<file path="config.mk">
export PLATFORM = sky130hd
export DESIGN_NAME = shift_ctrl_flat
export DESIGN_NICKNAME = d
export VERILOG_FILES = /design/src/rtl/shift_ctrl_pkg.sv /design/src/rtl/shift_ctrl_if.sv /design/src/rtl/shift_register.sv /design/src/rtl/shift_ctrl.sv /design/src/flat_wrapper.sv
export SDC_FILE = /design/constraint.sdc
export NUM_CORES = 1
export LEC_CHECK = 0
export BUFFER_PORTS_ARGS = -buffer_cell sky130_fd_sc_hd__buf_4
export CORE_MARGIN = 2
export CORE_UTILIZATION = 49
export DETAILED_ROUTE_END_ITERATION = 8
export PLACE_DENSITY = 0.7
export SYNTH_ARGS = -nofsm -noshare
export SYNTH_HDL_FRONTEND = slang
export SYNTH_SLANG_ARGS = --single-unit
</file>
<file path="constraint.sdc">
create_clock -name clk -period 2.5 [get_ports clk]
set_input_delay 0.5 -clock clk [delete_from_list [all_inputs] [get_ports clk]]
set_output_delay 0.5 -clock clk [all_outputs]
set_load 0.03 [all_outputs]
</file>
<file path="src/rtl/shift_ctrl_pkg.sv">
// Shared types and constants for the shift_ctrl delay-line sequencer.
// The optional SHIFT_CTRL_STATS_EN build uses SHIFT_CTRL_STATS_W for the stall counter.
package shift_ctrl_pkg;

   typedef enum logic [1:0] {
      IDLE  = 2'd0,
      RUN   = 2'd1,
      DRAIN = 2'd2
   } shift_ctrl_state_t;

   localparam int SHIFT_CTRL_STATS_W = 16;

endpackage

</file>
<file path="src/rtl/shift_ctrl_if.sv">
// Stream, flush and status bundle for shift_ctrl; the slave modport is the sequencer side.
// Build option SHIFT_CTRL_STATS_EN adds the stall_cycles status word.
interface shift_ctrl_if
   import shift_ctrl_pkg::*;
#(
   parameter int DATA_WIDTH = 8,
   parameter int CW         = 3
) ();

   logic                  in_valid;
   logic                  in_ready;
   logic [DATA_WIDTH-1:0] in_data;
   logic                  out_valid;
   logic                  out_ready;
   logic [DATA_WIDTH-1:0] out_data;
   logic                  flush_req;
   logic                  flush_done;
   logic                  busy;
   logic [CW-1:0]         count;
`ifdef SHIFT_CTRL_STATS_EN
   logic [SHIFT_CTRL_STATS_W-1:0] stall_cycles;
`endif

   modport slave (
      input  in_valid, in_data, out_ready, flush_req,
      output in_ready, out_valid, out_data, flush_done, busy, count
`ifdef SHIFT_CTRL_STATS_EN
      , output stall_cycles
`endif
   );

   modport master (
      output in_valid, in_data, out_ready, flush_req,
      input  in_ready, out_valid, out_data, flush_done, busy, count
`ifdef SHIFT_CTRL_STATS_EN
      , input stall_cycles
`endif
   );

endinterface

</file>
<file path="src/rtl/shift_register.sv">
// DEPTH-stage data delay line that advances all stages together on shift.
// Stages clear on reset so the line presents zero data out of reset.
module shift_register #(
   parameter int DEPTH      = 4,
   parameter int DATA_WIDTH = 8
) (
   input  logic                  clk,
   input  logic                  rst,
   input  logic                  shift,
   input  logic [DATA_WIDTH-1:0] in_data,
   output logic [DATA_WIDTH-1:0] out_data
);

   logic [DATA_WIDTH-1:0] stage_p [DEPTH];

   always_ff @(posedge clk) begin
      if (rst) begin
         for (int i = 0; i < DEPTH; i++) stage_p[i] <= '0;
      end else if (shift) begin
         stage_p[0] <= in_data;
         for (int i = 1; i < DEPTH; i++) stage_p[i] <= stage_p[i-1];
      end
   end

   assign out_data = stage_p[DEPTH-1];

endmodule

</file>
<file path="src/rtl/shift_ctrl.sv">
// Valid/ready sequencer around a stallable shift_register delay line, with flush/drain.
// Build option SHIFT_CTRL_STATS_EN adds a saturating 16-bit downstream stall counter.
module shift_ctrl
   import shift_ctrl_pkg::*;
#(
   parameter int DEPTH      = 4,
   parameter int DATA_WIDTH = 8,
   parameter int CW         = $clog2(DEPTH + 1)
) (
   input logic         clk,
   input logic         rst,
   shift_ctrl_if.slave bus
);

   logic              shift;
   logic              accept;
   logic              out_hs;
   logic [DEPTH-1:0]  vld_q;
   logic [CW-1:0]     cnt_q;
   logic [CW-1:0]     cnt_nxt;
   logic              flush_done_q;
   shift_ctrl_state_t state_q;

   function automatic logic [DEPTH-1:0] vld_shift(input logic [DEPTH-1:0] v, input logic a);
      logic [DEPTH:0] t;
      t = {v, a};
      return t[DEPTH-1:0];
   endfunction

   // Global stall: the whole line moves only when the last stage can empty.
   assign shift        = ~vld_q[DEPTH-1] | bus.out_ready;
   assign bus.in_ready = shift && (state_q != DRAIN) && !rst;
   assign accept       = bus.in_valid && bus.in_ready;
   assign out_hs       = vld_q[DEPTH-1] && bus.out_ready;

   always_comb begin
      cnt_nxt = cnt_q;
      if (accept && !out_hs)      cnt_nxt = cnt_q + CW'(1);
      else if (!accept && out_hs) cnt_nxt = cnt_q - CW'(1);
   end

   always_ff @(posedge clk) begin
      if (rst) begin
         vld_q        <= '0;
         cnt_q        <= '0;
         flush_done_q <= 1'b0;
         state_q      <= IDLE;
      end else begin
         flush_done_q <= 1'b0;
         cnt_q        <= cnt_nxt;
         if (shift) vld_q <= vld_shift(vld_q, accept);
         case (state_q)
            IDLE: begin
               if (bus.flush_req) begin
                  if (accept) state_q <= DRAIN;
                  else        flush_done_q <= 1'b1;
               end else if (accept) begin
                  state_q <= RUN;
               end
            end
            RUN: begin
               // A flush that coincides with the last word leaving has nothing left to drain.
               if (cnt_nxt == '0) begin
                  state_q      <= IDLE;
                  flush_done_q <= bus.flush_req;
               end else if (bus.flush_req) begin
                  state_q <= DRAIN;
               end
            end
            DRAIN: begin
               if (cnt_nxt == '0) begin
                  state_q      <= IDLE;
                  flush_done_q <= 1'b1;
               end
            end
            default: state_q <= IDLE;
         endcase
      end
   end

   assign bus.out_valid  = vld_q[DEPTH-1];
   assign bus.count      = cnt_q;
   assign bus.flush_done = flush_done_q;
   assign bus.busy       = (cnt_q != '0) || (state_q == DRAIN);

   shift_register #(
      .DEPTH      (DEPTH),
      .DATA_WIDTH (DATA_WIDTH)
   ) u_line (
      .clk      (clk),
      .rst      (rst),
      .shift    (shift),
      .in_data  (bus.in_data),
      .out_data (bus.out_data)
   );

`ifdef SHIFT_CTRL_STATS_EN
   logic [SHIFT_CTRL_STATS_W-1:0] stall_q;

   always_ff @(posedge clk) begin
      if (rst) begin
         stall_q <= '0;
      end else if (vld_q[DEPTH-1] && !bus.out_ready && (stall_q != '1)) begin
         stall_q <= stall_q + SHIFT_CTRL_STATS_W'(1);
      end
   end

   assign bus.stall_cycles = stall_q;
`endif

endmodule

</file>
<file path="src/flat_wrapper.sv">
// flat-port wrapper written by rule: the top's interface ports become plain ports
module shift_ctrl_flat import shift_ctrl_pkg::*;
#(
   parameter int DEPTH      = 4,
   parameter int DATA_WIDTH = 8,
   parameter int CW         = $clog2(DEPTH + 1)
)
  (clk, rst, bus_in_valid, bus_in_data, bus_out_ready, bus_flush_req, bus_in_ready, bus_out_valid, bus_out_data, bus_flush_done, bus_busy, bus_count);
  shift_ctrl_if #(.DATA_WIDTH(DATA_WIDTH), .CW(CW)) bus_i ();
  input logic clk;
  input logic rst;
  input wire logic [$bits(bus_i.in_valid)-1:0] bus_in_valid;
  input wire logic [$bits(bus_i.in_data)-1:0] bus_in_data;
  input wire logic [$bits(bus_i.out_ready)-1:0] bus_out_ready;
  input wire logic [$bits(bus_i.flush_req)-1:0] bus_flush_req;
  output wire logic [$bits(bus_i.in_ready)-1:0] bus_in_ready;
  output wire logic [$bits(bus_i.out_valid)-1:0] bus_out_valid;
  output wire logic [$bits(bus_i.out_data)-1:0] bus_out_data;
  output wire logic [$bits(bus_i.flush_done)-1:0] bus_flush_done;
  output wire logic [$bits(bus_i.busy)-1:0] bus_busy;
  output wire logic [$bits(bus_i.count)-1:0] bus_count;
  assign bus_i.in_valid = bus_in_valid;
  assign bus_i.in_data = bus_in_data;
  assign bus_i.out_ready = bus_out_ready;
  assign bus_i.flush_req = bus_flush_req;
  assign bus_in_ready = bus_i.in_ready;
  assign bus_out_valid = bus_i.out_valid;
  assign bus_out_data = bus_i.out_data;
  assign bus_flush_done = bus_i.flush_done;
  assign bus_busy = bus_i.busy;
  assign bus_count = bus_i.count;
  shift_ctrl #(.DEPTH(DEPTH), .DATA_WIDTH(DATA_WIDTH), .CW(CW)) u_core (.clk(clk), .rst(rst), .bus(bus_i));
endmodule
</file>
# Yosys cells after proc, flatten, opt, wreduce, memory -nomap -nowiden
# Memories as Yosys holds them, arrays and structs flattened.
# Index checks and enable logic that the tools add are counted.
# totals
n_memories	1
regBits	10
out_inout_bits	15
mem_bits_rw	32
word_cells	56
rom_bits	0
latch_bits	0
# op_classes
div_mod_pow	0
mux	23
magnitude_cmp	0
n_addsub	2
eq_ne	6
reduce_logical	14
shift	0
n_mul	0
bitwise_logic	6
# mem_list
memory	words	word_bits	rd	rd_ports_with_merged_regs	write_ports	line	text
u_core.u_line.stage_p	4	8	4	0	4	shift_register.sv:14	logic [DATA_WIDTH-1:0] stage_p [DEPTH];
# ops
cell	n
8-bit 2-to-1 mux	4
2-bit 2-to-1 mux	6
1-bit 2-to-1 mux	9
1-bit logical AND	6
3-bit 2-to-1 mux	2
2-bit case mux with 3 select lines	1
1-bit bitwise OR	5
2-bit by 1-bit != test with 1-bit output, second input constant	2
3-bit by 1-bit adder with 3-bit output, second input constant	1
1-bit logical NOT	3
3-bit logical NOT	1
3-bit by 2-bit != test with 1-bit output, second input constant	1
1-bit case mux with 3 select lines	1
3-bit AND reduction	1
3-bit nonzero test	1
3-bit by 1-bit subtractor with 3-bit output, second input constant	1
2-bit by 1-bit == test with 1-bit output, second input constant	1
2-bit == test, second input constant	1
2-bit logical NOT	1
2-bit != test, second input constant	1
1-bit logical OR	1
1-bit NOT	1

# Depth between registers and ports, before layout
# depth
depth_word	12
ltp_mapped	7
ltp_nobuf	7

# By module
# Synthesis repeated with hierarchy kept, for this count alone.
# unflattened
cells_unflattened	141
area_unflattened_um2	1881.8
# modules_own_cells
module	cells_per_inst	instances	area_per_inst_um2	seq_area_each_um2
shift_register	71	1	1302.5	960.9
shift_ctrl	70	1	579.3	200.2

# Least setup slack after synthesis
# Ideal clock, no wire load.
# synth_timing
kind	register -> register
from	register u_core.cnt_q[0] (netlist: u_core.bus.count[0])
to	register u_core.state_q[0]
arrival_ns	1.864
stages_incl_launch_ff	8
setup_slack_ns	0.502
period_less_slack_ns	1.998
required_ns	2.366
cell_sequence	dfxtp_1 > inv_1 > ha_1 > nand3_1 > a21oi_2 > or3_4 > a2111oi_1 > a211oi_1
# synth_between
elab_chain_cells	6
# synth_rtl
item	line	text
start, declared	shift_ctrl.sv:19	logic [CW-1:0] cnt_q;
start signal, assigned	shift_ctrl.sv:50	cnt_q <= cnt_nxt;
3-bit by 1-bit subtractor with 3-bit output	shift_ctrl.sv:39	else if (!accept && out_hs) cnt_nxt = cnt_q - CW'(1);
3-bit 2-to-1 mux	shift_ctrl.sv:39	
3-bit 2-to-1 mux *	shift_ctrl.sv:38	if (accept && !out_hs) cnt_nxt = cnt_q + CW'(1);
3-bit logical NOT *	shift_ctrl.sv:63, shift_ctrl.sv:71	
3-bit by 2-bit != test with 1-bit output (no source line), or another cell as far along	--	
3-bit AND reduction (no source line) or 2-bit case mux with 3 select lines (tied branches)	--	
end signal, assigned	shift_ctrl.sv:64	state_q <= IDLE;
end signal, assigned	shift_ctrl.sv:67	state_q <= DRAIN;
end signal, assigned	shift_ctrl.sv:72	state_q <= IDLE;
end, declared	shift_ctrl.sv:22	shift_ctrl_state_t state_q;
# Every way passes the cells marked *; elsewhere a longest branch is shown, timed or not.
# A chain may end at the register's enable or synchronous reset.

# Worst setup path after layout
# layout_timing
from	register u_core.vld_q[3]
to	output port bus_in_ready
# layout_between
elab_chain_cells	4
# layout_rtl
item	line	text
start, declared	shift_ctrl.sv:18	logic [DEPTH-1:0] vld_q;
start signal, assigned	shift_ctrl.sv:51	if (shift) vld_q <= vld_shift(vld_q, accept);
1-bit NOT	shift_ctrl.sv:31	assign shift = ~vld_q[DEPTH-1] | bus.out_ready;
1-bit bitwise OR	shift_ctrl.sv:31	
1-bit logical AND (2 in series)	shift_ctrl.sv:32	assign bus.in_ready = shift && (state_q != DRAIN) && !rst;
end, declared	flat_wrapper.sv:16	output wire logic [$bits(bus_i.in_ready)-1:0] bus_in_ready;
# Every way passes these cells.

==> impl_metrics.csv <==
group,metric,value,unit
grt,grt_overflow,0,
clock_network,clockBufferDepth,2,
timing,fin_crit_sh,0.812,
layout,n_fill_cell,285,
timing,fin_skew,12.5,ps
logic_synthesis,synth_area_leaders,"edfxtp_1 (54%), and2_1 (11%), dfxtp_1 (11%)",
logic_synthesis,synthFlopType,"edfxtp_1",
hold_path,hp-class,"input port to register",
drt,wl_met1,1210,µm
logic_synthesis,synth_fp_nets,155,
logic_synthesis,postSynthAreaPerCell,12.9,µm²
drt,drt_iter0_markers,30,
floorplan,row_count,21,
logic_synthesis,synthCells,139,
logic_synthesis,synth_top_area_frac,0.537,
floorplan,die_w,64.4,µm
layout,drive_above_1_share,0.232,
placement,post-place-cells,206,
timing,drv_slew,0,
grt,antenna_found_initial,0,
timing,finalSetupViolations,0,
timing,whs,426,ps
floorplan,core_area,0.00342,mm²
grt,grt_pass1_wl,4340,µm
timing,tns,0,ps
clock_network,clk_latency,330,ps
logic_synthesis,ys_seq_area_frac,0.649,
timing,slew_headroom,0.238,
setup_path,setup.worst_path.end,"bus_in_ready",
timing,worst_slew_pin_slew,1140,ps
setup_path,ff2ff_setup_slack,560,ps
drt,topRoutingLayerUsed,"met4",
timing,fin_crit,2030,ps
setup_path,crit_type,"register to output port",
setup_path,slowest_delay,530,ps
drt,drc,0,
setup_path,crit_fanout,10,
drt,wl_per_cell,11.9,µm
floorplan,initial_core_util,0.523,
clock_network,cts.htree.levels,2,
setup_path,r2r_end,"u_core.state_q[0]",
setup_path,worstSetupStartpointType,"register",
grt,grt_max_degree,38,
drt,dr_wl_met2,1160,µm
floorplan,io_pins,28,
grt,grt_pass1_vias,1017,
setup_path,crit_start,"u_core.vld_q[3]",
layout,final_nets,183,
logic_synthesis,async_flop_share,0,
drt,vias,1088,
clock_network,cts.clk_slew.worst_paths,100,ps
drt,wl_met3,151,µm
drt,drtAntennaViolNets,0,
logic_synthesis,synth_edf_count,32,
power_and_ir_drop,ir_drop,0.404,mV
layout,area_growth,15.5,%
placement,hpwl,1740,µm
status,outcome,"complete, no violations",
clock_network,post_cts_resized,0,
clock_network,ctsHoldBuffers,0,
logic_synthesis,synth_top_area_cell,"edfxtp_1",
timing,timing.fmax,493,MHz
layout,antenna_cells,0,
setup_path,end_kind,"output port",
logic_synthesis,yosys_register_bits,42,
drt,routed_wl,2540,µm
clock_network,postCtsSetupBuffers,0,
clock_network,cts.sinks,42,
setup_path,crit_arrival,1530,ps
setup_path,path_cells,"nand2b_1, nor2b_2, and2_2, buf_4",
drt,viasPerCell,5.08,
logic_synthesis,ys.warnings.count,0,
clock_network,cts-root-buf,"clkbuf_4",
layout,fin_util,0.604,
setup_path,required,2000,ps
logic_synthesis,synth_area,0.00179,mm²
flow_run,drv_cap,0,
timing,hold_viol,0,
floorplan,die_y,64.4,µm
power_and_ir_drop,p_total,0.00125,W
drt,dr.pass1.iters,5,
logic_synthesis,ys_types,35,
setup_path,reg2reg_from,"u_core.bus.count[0]",
power_and_ir_drop,leakagePower,0.856,nW
clock_network,numCtsBuffers,5,
placement,gp_congestion,0.806,
timing,grt_setup_unrepaired,"no",
power_and_ir_drop,power_density,604,mW/mm²
setup_path,slowest_stage,"dfxtp_1",
grt,grt.total_usage,0.137,
floorplan,die_area,0.00415,mm²
layout,stdcell_count,214,
placement,port-buffer-count,27,
setup_path,reg2reg_depth,7,
clock_network,cts_tree,"yes",
==> cell usage after synthesis, types with 2 or more instances <==
library cell	instances
buf_4	2
o21ai_0	3
inv_1	6
dfxtp_1	10
nor4b_1	2
nor2b_1	2
ha_1	3
clkbuf_1	3
edfxtp_1	32
nand2_1	6
a211oi_1	4
nand3_1	2
nor2_1	5
nand2b_1	3
nand3b_1	2
a22o_1	2
and2_1	32
a21oi_1	3
==> routing by layer <==
layer  up-vias  GRT usage
li1        546          -
met1       502      0.169
met2        36      0.225
met3         4     0.0370
met4         0     0.0638
met5         -          0
==> logic make-up (layout without fill, tap and decap cells) <==
| family | count (synthesis) | after routing | share of synthesized area |
|---|---|---|---|
| simple gates | 59 | 59 | 0.199 |
| flops | 42 | 42 | 0.649 |
| compound gates | 20 | 20 | 0.0840 |
| buf+inv | 13 | 42 | 0.0364 |
| fa+ha+maj | 3 | 3 | 0.0210 |
| xor+xnor | 1 | 1 | 0.00490 |
| mux | 1 | 1 | 0.00560 |
==> worst min-delay path by stage <==
stage | from | end | slack (ps) | depth (start not counted)
2_1_floorplan | u_core.vld_q[2] | u_core.vld_q[3] | 430 | 2
3_3_place_gp | u_core.vld_q[1] | u_core.vld_q[2] | 440 | 2
3_5_place_dp | u_core.vld_q[2] | u_core.vld_q[3] | 460 | 2
4_1_cts | rst | u_core.bus.count[2] | 400 | 2
5_1_grt | bus_in_data[6] | u_core.u_line.stage_p[0][6] | 420 | 2
6_report | rst | u_core.bus.count[2] | 430 | 2
==> cells in the final DEF (no fill, tap or decap), drive strengths merged, types with 3 or more instances in the layout <==
| master | n |
|---|---|
| buf | 28 |
| dfxtp | 10 |
| ha | 3 |
| edfxtp | 32 |
| clkbuf | 7 |
| nand2b | 3 |
| and2 | 33 |
| o21ai | 3 |
| nand2 | 6 |
| a21oi | 4 |
| nor2 | 5 |
| a211oi | 4 |
| inv | 6 |
==> flip-flops by register name, summed over array words and instances, names as in the netlist <==
| signal | cells |
|---|---|
| u_core.u_line.stage_p | 32 |
| u_core.bus.flush_done | 1 |
| u_core.state_q | 2 |
| u_core.bus.count | 3 |
| u_core.vld_q | 4 |
==> per-stage QoR <==
step	setup slack (ps)	cell area [µm²]
global route	362	2060
detailed placement	431	2020
floorplan	502	1790
finish	470	2060
CTS	450	2060
global placement	494	2020
==> critical path: cells and delay by family, from the launching register on <==
family | cells | cell delay [ps]
simple gates | 3 | 520
flops | 1 | 530
buf+inv | 1 | 160
==> final cells by class <==
type	count	area [µm²]	area share
Tap cell	46	57.6	0.0279
Clock inverter	1	3.75	0.00182
Clock buffer	7	45.0	0.0218
Sequential cell	42	1160	0.562
Timing Repair Buffer	28	210	0.102
Multi-Input combinational cell	84	564	0.273
Inverter	6	22.5	0.0109
==> power breakdown <==
group          switching (W)  internal, W
Sequential         0.0000146     0.000780
Combinational      0.0000867    0.0000679
Clock               0.000190     0.000108
No activity file was read; power rests on OpenSTA's default activity.
